<file path="src/rtl/hwpe_stream_tcdm_reader.sv">
`default_nettype none
// ============================================================================
//  Module   : hwpe_stream_tcdm_reader
//  Brief    : Single-port TCDM read engine. Issues a strided sequence of
//             32-bit loads and forwards the returned words, in issue order,
//             as an HWPE stream. A credit-limited response FIFO absorbs
//             stream backpressure so no returned word is ever dropped.
//  Revision : 1.0 - initial release
// ============================================================================
module hwpe_stream_tcdm_reader #(
   parameter int unsigned FIFO_DEPTH = 4,
   parameter int unsigned TRANS_W    = 16
) (
   input  logic               clk_i,
   input  logic               rst_ni,
   input  logic               clear_i,
   input  logic               req_start_i,
   input  logic [31:0]        base_addr_i,
   input  logic [TRANS_W-1:0] trans_size_i,
   input  logic [TRANS_W-1:0] stride_i,
   output logic               ready_start_o,
   output logic               done_o,
   output logic               tcdm_req_o,
   input  logic               tcdm_gnt_i,
   output logic [31:0]        tcdm_add_o,
   output logic               tcdm_wen_o,
   output logic [3:0]         tcdm_be_o,
   output logic [31:0]        tcdm_data_o,
   input  logic [31:0]        tcdm_r_data_i,
   input  logic               tcdm_r_valid_i,
   output logic               stream_valid_o,
   input  logic               stream_ready_i,
   output logic [31:0]        stream_data_o,
   output logic [3:0]         stream_strb_o
);

   localparam int unsigned      PTR_W   = (FIFO_DEPTH > 1) ? $clog2(FIFO_DEPTH) : 1;
   localparam int unsigned      CNT_W   = PTR_W + 1;
   localparam logic [CNT_W-1:0] C_DEPTH = CNT_W'(FIFO_DEPTH);

   typedef enum logic [0:0] {
      IDLE    = 1'b0,
      WORKING = 1'b1
   } state_e;

   state_e             state_q;
   logic [31:0]        addr_q;
   logic [TRANS_W-1:0] size_q;
   logic [TRANS_W-1:0] stride_q;
   logic [TRANS_W-1:0] issued_q;
   logic [TRANS_W-1:0] popped_q;
   logic [CNT_W-1:0]   inflight_q;
   logic               drop_q;
   logic               done_q;

   logic [31:0]        fifo_mem_q [FIFO_DEPTH];
   logic [PTR_W-1:0]   wr_ptr_q;
   logic [PTR_W-1:0]   rd_ptr_q;
   logic [CNT_W-1:0]   count_q;

   logic w_credit_ok;
   logic w_req;
   logic w_gnt;
   logic w_push;
   logic w_valid;
   logic w_pop;
   logic w_last;

   // A request may only be raised while a FIFO slot is reserved for its reply.
   // Credits can only grow while a request waits, so req never drops before gnt.
   assign w_credit_ok = (inflight_q + count_q) < C_DEPTH;
   assign w_req       = (state_q == WORKING) && (issued_q < size_q) && w_credit_ok;
   assign w_gnt       = w_req && tcdm_gnt_i;
   // drop_q marks the single reply still owed to a request granted in a clear cycle.
   assign w_push      = tcdm_r_valid_i && !drop_q;
   assign w_valid     = (count_q != '0);
   assign w_pop       = w_valid && stream_ready_i;
   assign w_last      = w_pop && ((popped_q + TRANS_W'(1)) == size_q);

   assign ready_start_o  = (state_q == IDLE);
   assign done_o         = done_q;
   assign tcdm_req_o     = w_req;
   assign tcdm_add_o     = addr_q;
   assign tcdm_wen_o     = 1'b1;
   assign tcdm_be_o      = 4'hF;
   assign tcdm_data_o    = 32'h0;
   assign stream_valid_o = w_valid;
   assign stream_data_o  = fifo_mem_q[rd_ptr_q];
   assign stream_strb_o  = 4'hF;

   // Transfer control: FSM, address generation, issue/pop/in-flight counters.
   always_ff @(posedge clk_i or negedge rst_ni) begin
      if (!rst_ni) begin
         state_q    <= IDLE;
         addr_q     <= '0;
         size_q     <= '0;
         stride_q   <= '0;
         issued_q   <= '0;
         popped_q   <= '0;
         inflight_q <= '0;
         drop_q     <= 1'b0;
         done_q     <= 1'b0;
      end else if (clear_i) begin
         state_q    <= IDLE;
         addr_q     <= '0;
         size_q     <= '0;
         stride_q   <= '0;
         issued_q   <= '0;
         popped_q   <= '0;
         inflight_q <= '0;
         drop_q     <= w_gnt;
         done_q     <= 1'b0;
      end else begin
         drop_q <= 1'b0;
         done_q <= 1'b0;
         unique case (state_q)
            IDLE: begin
               if (req_start_i) begin
                  if (trans_size_i == '0) begin
                     done_q <= 1'b1;
                  end else begin
                     state_q  <= WORKING;
                     addr_q   <= base_addr_i;
                     size_q   <= trans_size_i;
                     stride_q <= stride_i;
                     issued_q <= '0;
                     popped_q <= '0;
                  end
               end
            end
            WORKING: begin
               if (w_gnt) begin
                  issued_q <= issued_q + TRANS_W'(1);
                  addr_q   <= addr_q + 32'(stride_q);
               end
               if (w_pop) begin
                  popped_q <= popped_q + TRANS_W'(1);
               end
               if (w_last) begin
                  state_q <= IDLE;
                  done_q  <= 1'b1;
               end
            end
            default: state_q <= IDLE;
         endcase
         unique case ({w_gnt, w_push})
            2'b10:   inflight_q <= inflight_q + CNT_W'(1);
            2'b01:   inflight_q <= inflight_q - CNT_W'(1);
            default: inflight_q <= inflight_q;
         endcase
      end
   end

   // Response FIFO occupancy and pointers; push and pop may coincide.
   always_ff @(posedge clk_i or negedge rst_ni) begin
      if (!rst_ni) begin
         wr_ptr_q <= '0;
         rd_ptr_q <= '0;
         count_q  <= '0;
      end else if (clear_i) begin
         wr_ptr_q <= '0;
         rd_ptr_q <= '0;
         count_q  <= '0;
      end else begin
         if (w_push) wr_ptr_q <= wr_ptr_q + PTR_W'(1);
         if (w_pop)  rd_ptr_q <= rd_ptr_q + PTR_W'(1);
         unique case ({w_push, w_pop})
            2'b10:   count_q <= count_q + CNT_W'(1);
            2'b01:   count_q <= count_q - CNT_W'(1);
            default: count_q <= count_q;
         endcase
      end
   end

   // Response FIFO storage; data needs no reset since occupancy gates visibility.
   always_ff @(posedge clk_i) begin
      if (w_push) fifo_mem_q[wr_ptr_q] <= tcdm_r_data_i;
   end

`ifndef SYNTHESIS
   // Returned data must always belong to an outstanding request.
   always_ff @(posedge clk_i) begin
      if (rst_ni && !clear_i && tcdm_r_valid_i && !drop_q) begin
         assert (inflight_q != '0)
            else $error("tcdm_r_valid_i received with no outstanding request");
      end
   end
`endif

endmodule
`default_nettype wire

</file>
<file path="config.mk">
export PLATFORM = sky130hd
export DESIGN_NAME = hwpe_stream_tcdm_reader
export DESIGN_NICKNAME = d
export VERILOG_FILES = /design/src/rtl/hwpe_stream_tcdm_reader.sv
export SDC_FILE = /design/constraint.sdc
export NUM_CORES = 1
export LEC_CHECK = 0
export ABC_AREA = 0
export BUFFER_PORTS_ARGS = -buffer_cell sky130_fd_sc_hd__buf_4
export CAP_MARGIN = 20
export CELL_PAD_IN_SITES_DETAIL_PLACEMENT = 0
export CELL_PAD_IN_SITES_GLOBAL_PLACEMENT = 1
export CORE_UTILIZATION = 42
export CTS_CLUSTER_SIZE = 14
export DETAILED_ROUTE_END_ITERATION = 6
export PLACE_DENSITY_LB_ADDON = 0.1
export SLEW_MARGIN = 10
export SYNTH_ARGS = -nofsm -noshare
export SYNTH_HDL_FRONTEND = slang
export SYNTH_SLANG_ARGS = --single-unit
</file>
<file path="constraint.sdc">
create_clock -name clk_i -period 3.1 [get_ports clk_i]
set_input_delay 0.93 -clock clk_i [delete_from_list [all_inputs] [get_ports clk_i]]
set_output_delay 0.93 -clock clk_i [all_outputs]
set_load 0.05 [all_outputs]
</file>
==> run summary <==
CP max stage cell: dfrtp_2
Post-Layout Cell Count: 1594
most common cell after layout, fill and taps aside: buf_4
final worst-path cycle share: 101.8%
largest net degree at the start of global routing: 110
io pins: 212
Worst Skew: 9.741 ps
area grow syn2layout: 24.39%
WP data required: 2170 ps
Top FF cell, synth: edfxtp_1
Sw Ratio: 34.40%
crit-path cells: ha_4 -> nand3_1 -> or3_4 -> nor3_4 -> a211oi_4 -> buf_6
vias in the first global route: 8193
crit-path max FO: 5
number of flops mapped to enable cells by yosys: 128
WL per Instance: 17.82 um
Reg clk slew, reported paths: 60 ps
Via density: 5.250
LEAKAGE: 6.031 nW
Mapped Area: 11840 sq um
Worst-Skew Late Latency: 540 ps
Worst setup SP type: register
cts hold-fix bufs: 0
pre-CTS setup slack: 193.2 ps
Max Cap Viol: 0
PD cells: 662.7 nW/um^2
Final Hold Fails: 0
worst setup margin: -56.73 ps
Reg area: 6579 sq um
Placed Cells: 1527
Max Clk Rate: 316.8 MHz
Pins Over Slew Limit: 0
critical path class: register to primary output
Final HPWL DP: 19390 um
Post-Synthesis Cells: 993
Slew @ Worst Pin: 822.7 ps
Async S/R FF share, synth: 45.99%
fillers: 2503
# clock sinks: 237
total number of vias: 8368
Initial Util: 42.62%
Rows: 61
net count reported at finish: 1340
Post-DRT Antenna Nets: 0
worst hold slack: 398.1 ps
synthesized flop and latch total: 237
Design Power: 9.760 mW
Final min period: 3157 ps
Total Routing Usage GR: 19.93%
Psw: 3.357 mW
RSZ-0062 raised after global routing: true
total die area: 28870 sq um
first-pass GRT wire length: 45250 um
Hold WC Path Type: input pin to async pin
CP arrival: 2230 ps
DRT Pass-1 Iters: 5
violated checks: setup timing
sequential power share: 38.7%
final instance area: 14730 sq um
status: complete, but fails checks
most frequent cells in the layout: 217 x buf_4, 128 x edfxtp_1, 105 x dfrtp_1, 80 x nand2_1, 63 x o21ai_0
Synth cell types: 62
Critical R2R Launch: tcdm_add_o[0]$_DFFE_PN0P_
Clock Path Buffers: 3
TritonCTS buffer count: 26
ratio of cells with drive above 1 in the final layout: 26.89%
Clock Power Share: 29.8%
Yosys warning total: 0
Die Y: 169.9 um
CTS tree: yes
Area after DPL: 13600 sq um
# setup viols final: 1
antenna cells: 0
Critical Path End Type: primary output
Final Util: 53.01%
P_int: 6.402 mW
footprint of the multi-input gates: 4969 sq um
Initial DRC Count: 499
Die W: 169.9 um
initial antenna violation count: 1
routability congestion estimate: 0.8527
Peak VDD IR: 0.0004563 V
Clock Tree Root: clkbuf_16
total negative slack: -56.73 ps
GRT overflow: 0
Port Buffers: 170
combinational power share: 31.5%
syn avg cell area: 11.92 sq um
Routed WL: 28400 um
DRC violations left: 0
Slew Limit Headroom: 44.68%
htree depth: 1
Seq/Total Area, Yosys: 55.50%
worst setup path start: issued_q[8]$_DFFE_PN0P_
CP peak stage delay: 460 ps
CORE AREA: 27780 sq um
## state kept, by name (all words and copies together), names as in the netlist
name,flops
drop_q,1
state_q,1
popped_q,16
fifo_mem_q,128
issued_q,16
count_q,3
done_o,1
tcdm_add_o,32
rd_ptr_q,2
size_q,16
stride_q,16
wr_ptr_q,2
inflight_q,3
## layout make-up
| class | instances | area share, % |
|---|---|---|
| Tap cell | 378 | 3.211 |
| Clock buffer | 40 | 5.046 |
| Inverter | 40 | 1.019 |
| Multi-Input combinational cell | 668 | 33.74 |
| Sequential cell | 237 | 44.67 |
| Timing Repair Buffer | 223 | 11.82 |
| Clock inverter | 8 | 0.5012 |
## power groups by stage
stage / Combinational [mW] / Sequential, mW / Clock (mW)
finish: 3.07 / 3.78 / 2.91
global route: 3.29 / 3.81 / 3.11
CTS: 2.99 / 3.80 / 2.99
detailed placement: 2.95 / 3.86 / 0
global placement: 2.93 / 3.86 / 0
floorplan: 1.90 / 4.01 / 0
## synth_stat cells, types with 22 or more instances
library cell | number | area (sq um)
nand2_1 | 80 | 300.3
o31ai_1 | 22 | 165.2
edfxtp_1 | 128 | 3844
ha_1 | 38 | 475.5
nor3_1 | 22 | 110.1
inv_1 | 39 | 146.4
clkbuf_1 | 38 | 142.6
nor2_1 | 53 | 198.9
o21ai_0 | 65 | 325.3
mux4_2 | 32 | 720.7
nand3_1 | 25 | 125.1
buf_4 | 41 | 307.8
a21oi_1 | 47 | 235.2
xnor2_1 | 42 | 367.9
dfrtp_1 | 109 | 2728
## per-layer routing
layer  GRT usage (%)  wire length [um]
met1           28.14             13190
met2           32.59             13360
met3           3.512              1533
met4           3.329               302
met5               0                13
## cells by family after synthesis
group	synth area share, %
compound gates	12.81
xor+xnor	4.280
fa+ha+maj	4.523
buf+inv	5.411
flops	55.50
mux	6.932
other cells	0.06343
simple gates	10.48
## path summary, 6_finish.rpt
| path | cells past startpoint | slack [ps] | end |
|---|---|---|---|
| max reg2reg | 11 | 270 | tcdm_add_o[26]$_DFFE_PN0P_ |
| max | 6 | -60 | tcdm_req_o |
| min | 2 | 400 | popped_q[9]$_DFFE_PN0P_ |
| min reg2reg | 1 | 510 | popped_q[15]$_DFFE_PN0P_ |
| max in group asynchronous | 2 | 2050 | rd_ptr_q[0]$_DFFE_PN0P_ |
| min in group clk_i | 1 | 510 | popped_q[15]$_DFFE_PN0P_ |
## timing repair
| action | CTS | global route |
|---|---|---|
| pin swaps | 4 | 7 |
| endpoints found under the setup margin | 18 | 2 |
| gates resized for setup | 5 | 23 |
| endpoints found under the hold margin | 0 | 0 |
| buffers inserted | 3 | 16 |
## critical path, delay by kind of cell, from the launching register on
family / cells / cell delay (ps)
and+or+nand+nor: 3 / 700
DFF: 1 / 460
adders and majority gates: 1 / 290
buffers and inverters: 1 / 160
AOI/OAI and AO/OA: 1 / 80
Power figures use the tool's default switching activity.
